File: src/rtl/app_pkg.sv
// Shared types and sizing helpers for the adder arbiter slice.
// Operand/result widths match the 4-bit addr adder instance.
package app_pkg;

  localparam int A_W = 4;
  localparam int C_W = 5;

  typedef enum logic [1:0] {
    IDLE = 2'd0,
    WAIT = 2'd1,
    RESP = 2'd2
  } arb_state_t;

  function automatic int id_width(input int n);
    return (n <= 1) ? 1 : $clog2(n);
  endfunction

endpackage

File: src/rtl/rr_arbiter.sv
// Rotating-priority pick: first valid requester at or after ptr, wrapping.
// Purely combinational; grant is one-hot or zero, idx is meaningful only with any_valid.
module rr_arbiter
  import app_pkg::*;
#(
  parameter int N_REQ = 4,
  parameter int ID_W  = id_width(N_REQ)
) (
  input  logic [N_REQ-1:0] req_valid,
  input  logic [ID_W-1:0]  ptr,
  output logic [N_REQ-1:0] grant,
  output logic [ID_W-1:0]  idx,
  output logic             any_valid
);

  function automatic logic [ID_W-1:0] wrap(input int v);
    return ID_W'(v % N_REQ);
  endfunction

  always_comb begin
    grant     = '0;
    idx       = '0;
    any_valid = 1'b0;
    for (int i = 0; i < N_REQ; i++) begin
      if (!any_valid && req_valid[wrap(int'(ptr) + i)]) begin
        any_valid = 1'b1;
        idx       = wrap(int'(ptr) + i);
      end
    end
    grant[idx] = any_valid;
  end

endmodule

File: src/rtl/addr_arbiter.sv
// Round-robin sharing of one adder among N_REQ requesters; accept-to-response is 2+ADD_LAT cycles.
// One operation in flight; requesters wait (ready low) until the response has been taken.
module addr_arbiter #(
  parameter int N_REQ   = 4,
  parameter int A_W     = app_pkg::A_W,
  parameter int C_W     = A_W + 1,
  parameter int ADD_LAT = 1,
  parameter int ID_W    = app_pkg::id_width(N_REQ)
) (
  input  logic                 clk,
  input  logic                 rst,
  input  logic [N_REQ-1:0]     req_valid_i,
  output logic [N_REQ-1:0]     req_ready_o,
  input  logic [N_REQ*A_W-1:0] req_a_i,
  input  logic [N_REQ*A_W-1:0] req_b_i,
  output logic [A_W-1:0]       add_a_o,
  output logic [A_W-1:0]       add_b_o,
  input  logic [C_W-1:0]       add_c_i,
  output logic                 rsp_valid_o,
  output logic [ID_W-1:0]      rsp_id_o,
  output logic [C_W-1:0]       rsp_c_o,
  input  logic                 rsp_ready_i,
  output logic                 busy_o
);

  import app_pkg::*;

  localparam int CNT_W = (ADD_LAT < 1) ? 1 : $clog2(ADD_LAT + 1);

  arb_state_t       state_q, state_d;
  logic [CNT_W-1:0] cnt_q, cnt_d;
  logic [ID_W-1:0]  ptr_q, id_q, grant_idx;
  logic [N_REQ-1:0] grant;
  logic             any_valid;
  logic             accept, capture;
  logic [A_W-1:0]   a_q, b_q;
  logic [C_W-1:0]   c_q;

  function automatic logic [ID_W-1:0] next_ptr(input logic [ID_W-1:0] g);
    return (g == ID_W'(N_REQ - 1)) ? '0 : g + 1'b1;
  endfunction

  rr_arbiter #(
    .N_REQ(N_REQ),
    .ID_W (ID_W)
  ) u_rr (
    .req_valid(req_valid_i),
    .ptr      (ptr_q),
    .grant    (grant),
    .idx      (grant_idx),
    .any_valid(any_valid)
  );

  // Grant is only offered from IDLE, so at most one operation is ever in flight.
  always_comb begin
    state_d     = state_q;
    cnt_d       = cnt_q;
    accept      = 1'b0;
    capture     = 1'b0;
    req_ready_o = '0;
    unique case (state_q)
      IDLE: begin
        if (!rst && any_valid) begin
          req_ready_o = grant;
          accept      = 1'b1;
          cnt_d       = '0;
          state_d     = WAIT;
        end
      end
      WAIT: begin
        if (cnt_q == CNT_W'(ADD_LAT)) begin
          capture = 1'b1;
          state_d = RESP;
        end else begin
          cnt_d = cnt_q + 1'b1;
        end
      end
      RESP: begin
        if (rsp_ready_i) state_d = IDLE;
      end
      default: state_d = IDLE;
    endcase
  end

  always_ff @(posedge clk or posedge rst) begin
    if (rst) begin
      state_q <= IDLE;
      cnt_q   <= '0;
    end else begin
      state_q <= state_d;
      cnt_q   <= cnt_d;
    end
  end

  // Operands stay on the adder inputs until the next accept.
  always_ff @(posedge clk or posedge rst) begin
    if (rst) begin
      a_q   <= '0;
      b_q   <= '0;
      id_q  <= '0;
      ptr_q <= '0;
      c_q   <= '0;
    end else begin
      if (accept) begin
        a_q   <= req_a_i[int'(grant_idx)*A_W +: A_W];
        b_q   <= req_b_i[int'(grant_idx)*A_W +: A_W];
        id_q  <= grant_idx;
        ptr_q <= next_ptr(grant_idx);
      end
      if (capture) c_q <= add_c_i;
    end
  end

  assign add_a_o     = a_q;
  assign add_b_o     = b_q;
  assign rsp_valid_o = (state_q == RESP);
  assign rsp_id_o    = id_q;
  assign rsp_c_o     = c_q;
  assign busy_o      = (state_q != IDLE);

endmodule

File: config.mk
export PLATFORM = sky130hd
export DESIGN_NAME = addr_arbiter
export DESIGN_NICKNAME = d
export VERILOG_FILES = /design/src/rtl/app_pkg.sv /design/src/rtl/rr_arbiter.sv /design/src/rtl/addr_arbiter.sv
export SDC_FILE = /design/constraint.sdc
export NUM_CORES = 1
export LEC_CHECK = 0
export CAP_MARGIN = 10
export CORE_MARGIN = 3
export CORE_UTILIZATION = 39
export CTS_CLUSTER_SIZE = 12
export DETAILED_ROUTE_END_ITERATION = 6
export GPL_TIMING_DRIVEN = 0
export PLACE_DENSITY = 0.8
export SLEW_MARGIN = 20
export SYNTH_ARGS = -nofsm -noshare
export SYNTH_HDL_FRONTEND = slang
export SYNTH_HIERARCHICAL = 1
export SYNTH_SLANG_ARGS = --single-unit
File: constraint.sdc
create_clock -name clk -period 2.4 [get_ports clk]
set_input_delay 0.48 -clock clk [delete_from_list [all_inputs] [get_ports clk]]
set_output_delay 0.48 -clock clk [all_outputs]
set_load 0.01 [all_outputs]
==> reports/qor.yml <==
status: "finished clean"
fp.coreArea_um2: 2850
place_congestion: 0.864
cp-startpoint: "ptr_q[0]"
hold_viol: 0
final_area_um2: 1990
die_h_um: 61.7
antenna_found_initial: 0
die_w_um: 61.7
grt_pass1_wl_mm: 5.27
vias: 1090
synth_mux_area_share_pct: 32.0
start_util_pct: 42.4
power.leakage_nw: 0.886
r2r_cells: 7
cts.reportedPaths.clkPinSlew_ns: 0.12
cts-root-buf: "clkbuf_4"
dp.cells: 191
wl_per_cell_um: 16.5
setup_violations: 0
cts_hold_buf: 0
worst_pin_slew_ns: 0.763
synth.largest_area_cell: "dfrtp_1"
rows: 19
path_class: "flop to output port"
worst_ep_required_time_ns: 1.92
hpwlAfterDp_mm: 2.53
syn_inst: 97
synth-simple-area-share_pct: 11.8
synth_warnings: 6
track_usage_pct: 19.0
n_antenna_cell: 0
drt_iter0_drc: 69
synth-adder-area-share_pct: 1.03
holdWs_ns: 0.489
rr_startpoint: "ptr_q[0]"
startpoint_type: "flop"
ant_nets: 0
peakVddDrop_v: 0.000589
grt_max_degree: 21
firstDrtPassIters: 4
route.detailed.drc: 0
period_minus_slack_ns: 2.30
yosysMostFrequentCell: "dfrtp_1"
relSlewSlack_pct: 49.1
worstSetupEndpointType: "output port"
ys_types: 30
placed_area_um2: 1880
layout.nets: 217
layout.cells.non_filler: 202
async_reset_ff_share_pct: 100
die-area_um2: 3810
cts_tree: "yes"
synth_edf_count: 0
synth.net_count: 142
yosysSeqAreaShare_pct: 41.4
path_max_fanout: 4
synthXorXnorAreaFrac_pct: 0
synth_compound_area_share_pct: 9.00
synth_seq_cells: 20
hp-start: "cnt_q"
yosys-top-cells-count: "dfrtp_1, mux2_2, mux4_2, inv_1, nor2_1"
fmax_mhz: 435
ioPinCount: 65
power.density_nw_per_um2: 1090
vias_per_cell: 5.40
whs_path_depth: 1
cts_num_sinks: 20
synth.avg_cell_area_um2: 12.5
htreeDepth: 1
synth_top_family_by_area: "multiplexers"
clk_latency_ns: 0.30
io_buffer_count: 63
synthFlopType: "dfrtp_1"
maxSlewViolCount: 0
cp.arrival_ns: 1.82
numCtsBuffers: 3
fin_crit_sh_pct: 95.8
rsz0062_at_grt: "false"
max-cap-violations: 0
cts_buffer_depth: 2
drive_gt1_share_pct: 29.2
wl_mm: 3.33
grt-ovfl-total: 0
synth_top_cell_area_share_pct: 41.4
netlist_area_um2: 1210
hold_class: "flop to flop"
power.total_mw: 2.16
grt_pass1_vias: 1107
syn2layout_area_growth_pct: 64.7
finalClockSkew_ns: 0.00482
synthTopCellsByArea: "dfrtp_1, mux4_2, mux2_2"
==> final timing paths <==
path / end / slack [ns]
worst max-delay path: req_ready_o[0] / 0.10
worst min-delay path: state_q[0] / 0.49
worst max register to register: add_b_o[0] / 0.12
worst min register to register: state_q[0] / 0.49
max in group asynchronous: ptr_q[0] / 1.37
min in group asynchronous: rsp_id_o[0] / 0.51
==> metal layers <==
layer,global-route usage [%],wire [µm]
met1,22.8,1270
met2,34.5,1810
met3,4.96,210
met4,3.64,34
met5,0,0
==> metrics by stage <==
stage | utilization (%) | setup TNS, ns | setup WS (ns)
2_1_floorplan | - | 0 | 0.209
3_3_place_gp | 65.9 | -5.99 | -0.770
3_5_place_dp | 65.9 | -6.63 | -0.843
4_1_cts | 68.9 | 0 | 0.00150
5_1_grt | 69.9 | 0 | 0.0164
6_report | 69.9 | 0 | 0.101
==> where the power goes <==
group          switching [mW]  leakage, nW  internal (mW)
clock                   0.107       0.0279          0.169
combinational           0.476        0.623          0.782
sequential              0.119        0.235          0.511
total                   0.703        0.886           1.46
==> cell type report <==
cell class,count,area (µm²)
fill,214,860
timing repair buffer,70,681
multi-input combinational,65,657
sequential,20,502
tap,31,38.8
buffer,5,36.3
clock inverter,1,30.0
inverter,7,26.3
clock buffer,3,22.5
==> sequential cells by signal, indices dropped and copies added, names as in the netlist <==
name and count:
cnt_q 1, state_q 2, add_a_o 4, ptr_q 2
rsp_c_o 5, rsp_id_o 2, add_b_o 4
==> critical path, cell delays in order (launching register included) <==
cell and delay (ns):
dfrtp_2 0.44, buf_4 0.15, nand2b_1 0.15, a311oi_2 0.27, nor2_1 0.08, and2_1 0.14
dlygate4sd2_1 0.28
==> cell usage in the layout (no fill, tap or decap), types with 2 or more instances in the layout <==
master / Yosys / layout
buf_4: 1 / 7
dlygate4sd2_1: 0 / 3
buf_2: 2 / 3
nor2_1: 6 / 6
nand2_1: 2 / 2
buf_6: 1 / 2
nor3_1: 2 / 2
o21ai_0: 4 / 4
mux2_4: 4 / 4
clkbuf_4: 0 / 3
mux2_2: 13 / 13
mux4_2: 8 / 8
dlymetal6s2s_1: 0 / 2
dfrtp_1: 20 / 19
inv_1: 7 / 7
a21oi_1: 4 / 4
clkdlybuf4s50_1: 0 / 55
and2_1: 4 / 4
nand2b_1: 4 / 4
==> logic make-up after synthesis <==
kind of cell	count (synthesis)
flip-flops	20
AO/OA/AOI/OAI	16
multiplexers	25
adder cells (fa/ha/maj)	1
buffers and inverters	12
AND/OR/NAND/NOR	23
==> what timing repair did <==
action                                  CTS  global route
endpoints found under the setup margin   12             4
gates resized for setup                  14             5
pin swaps                                 1             0
buffers inserted                          5             2
gates cloned                              0             0
Power figures use the tool's default switching activity.
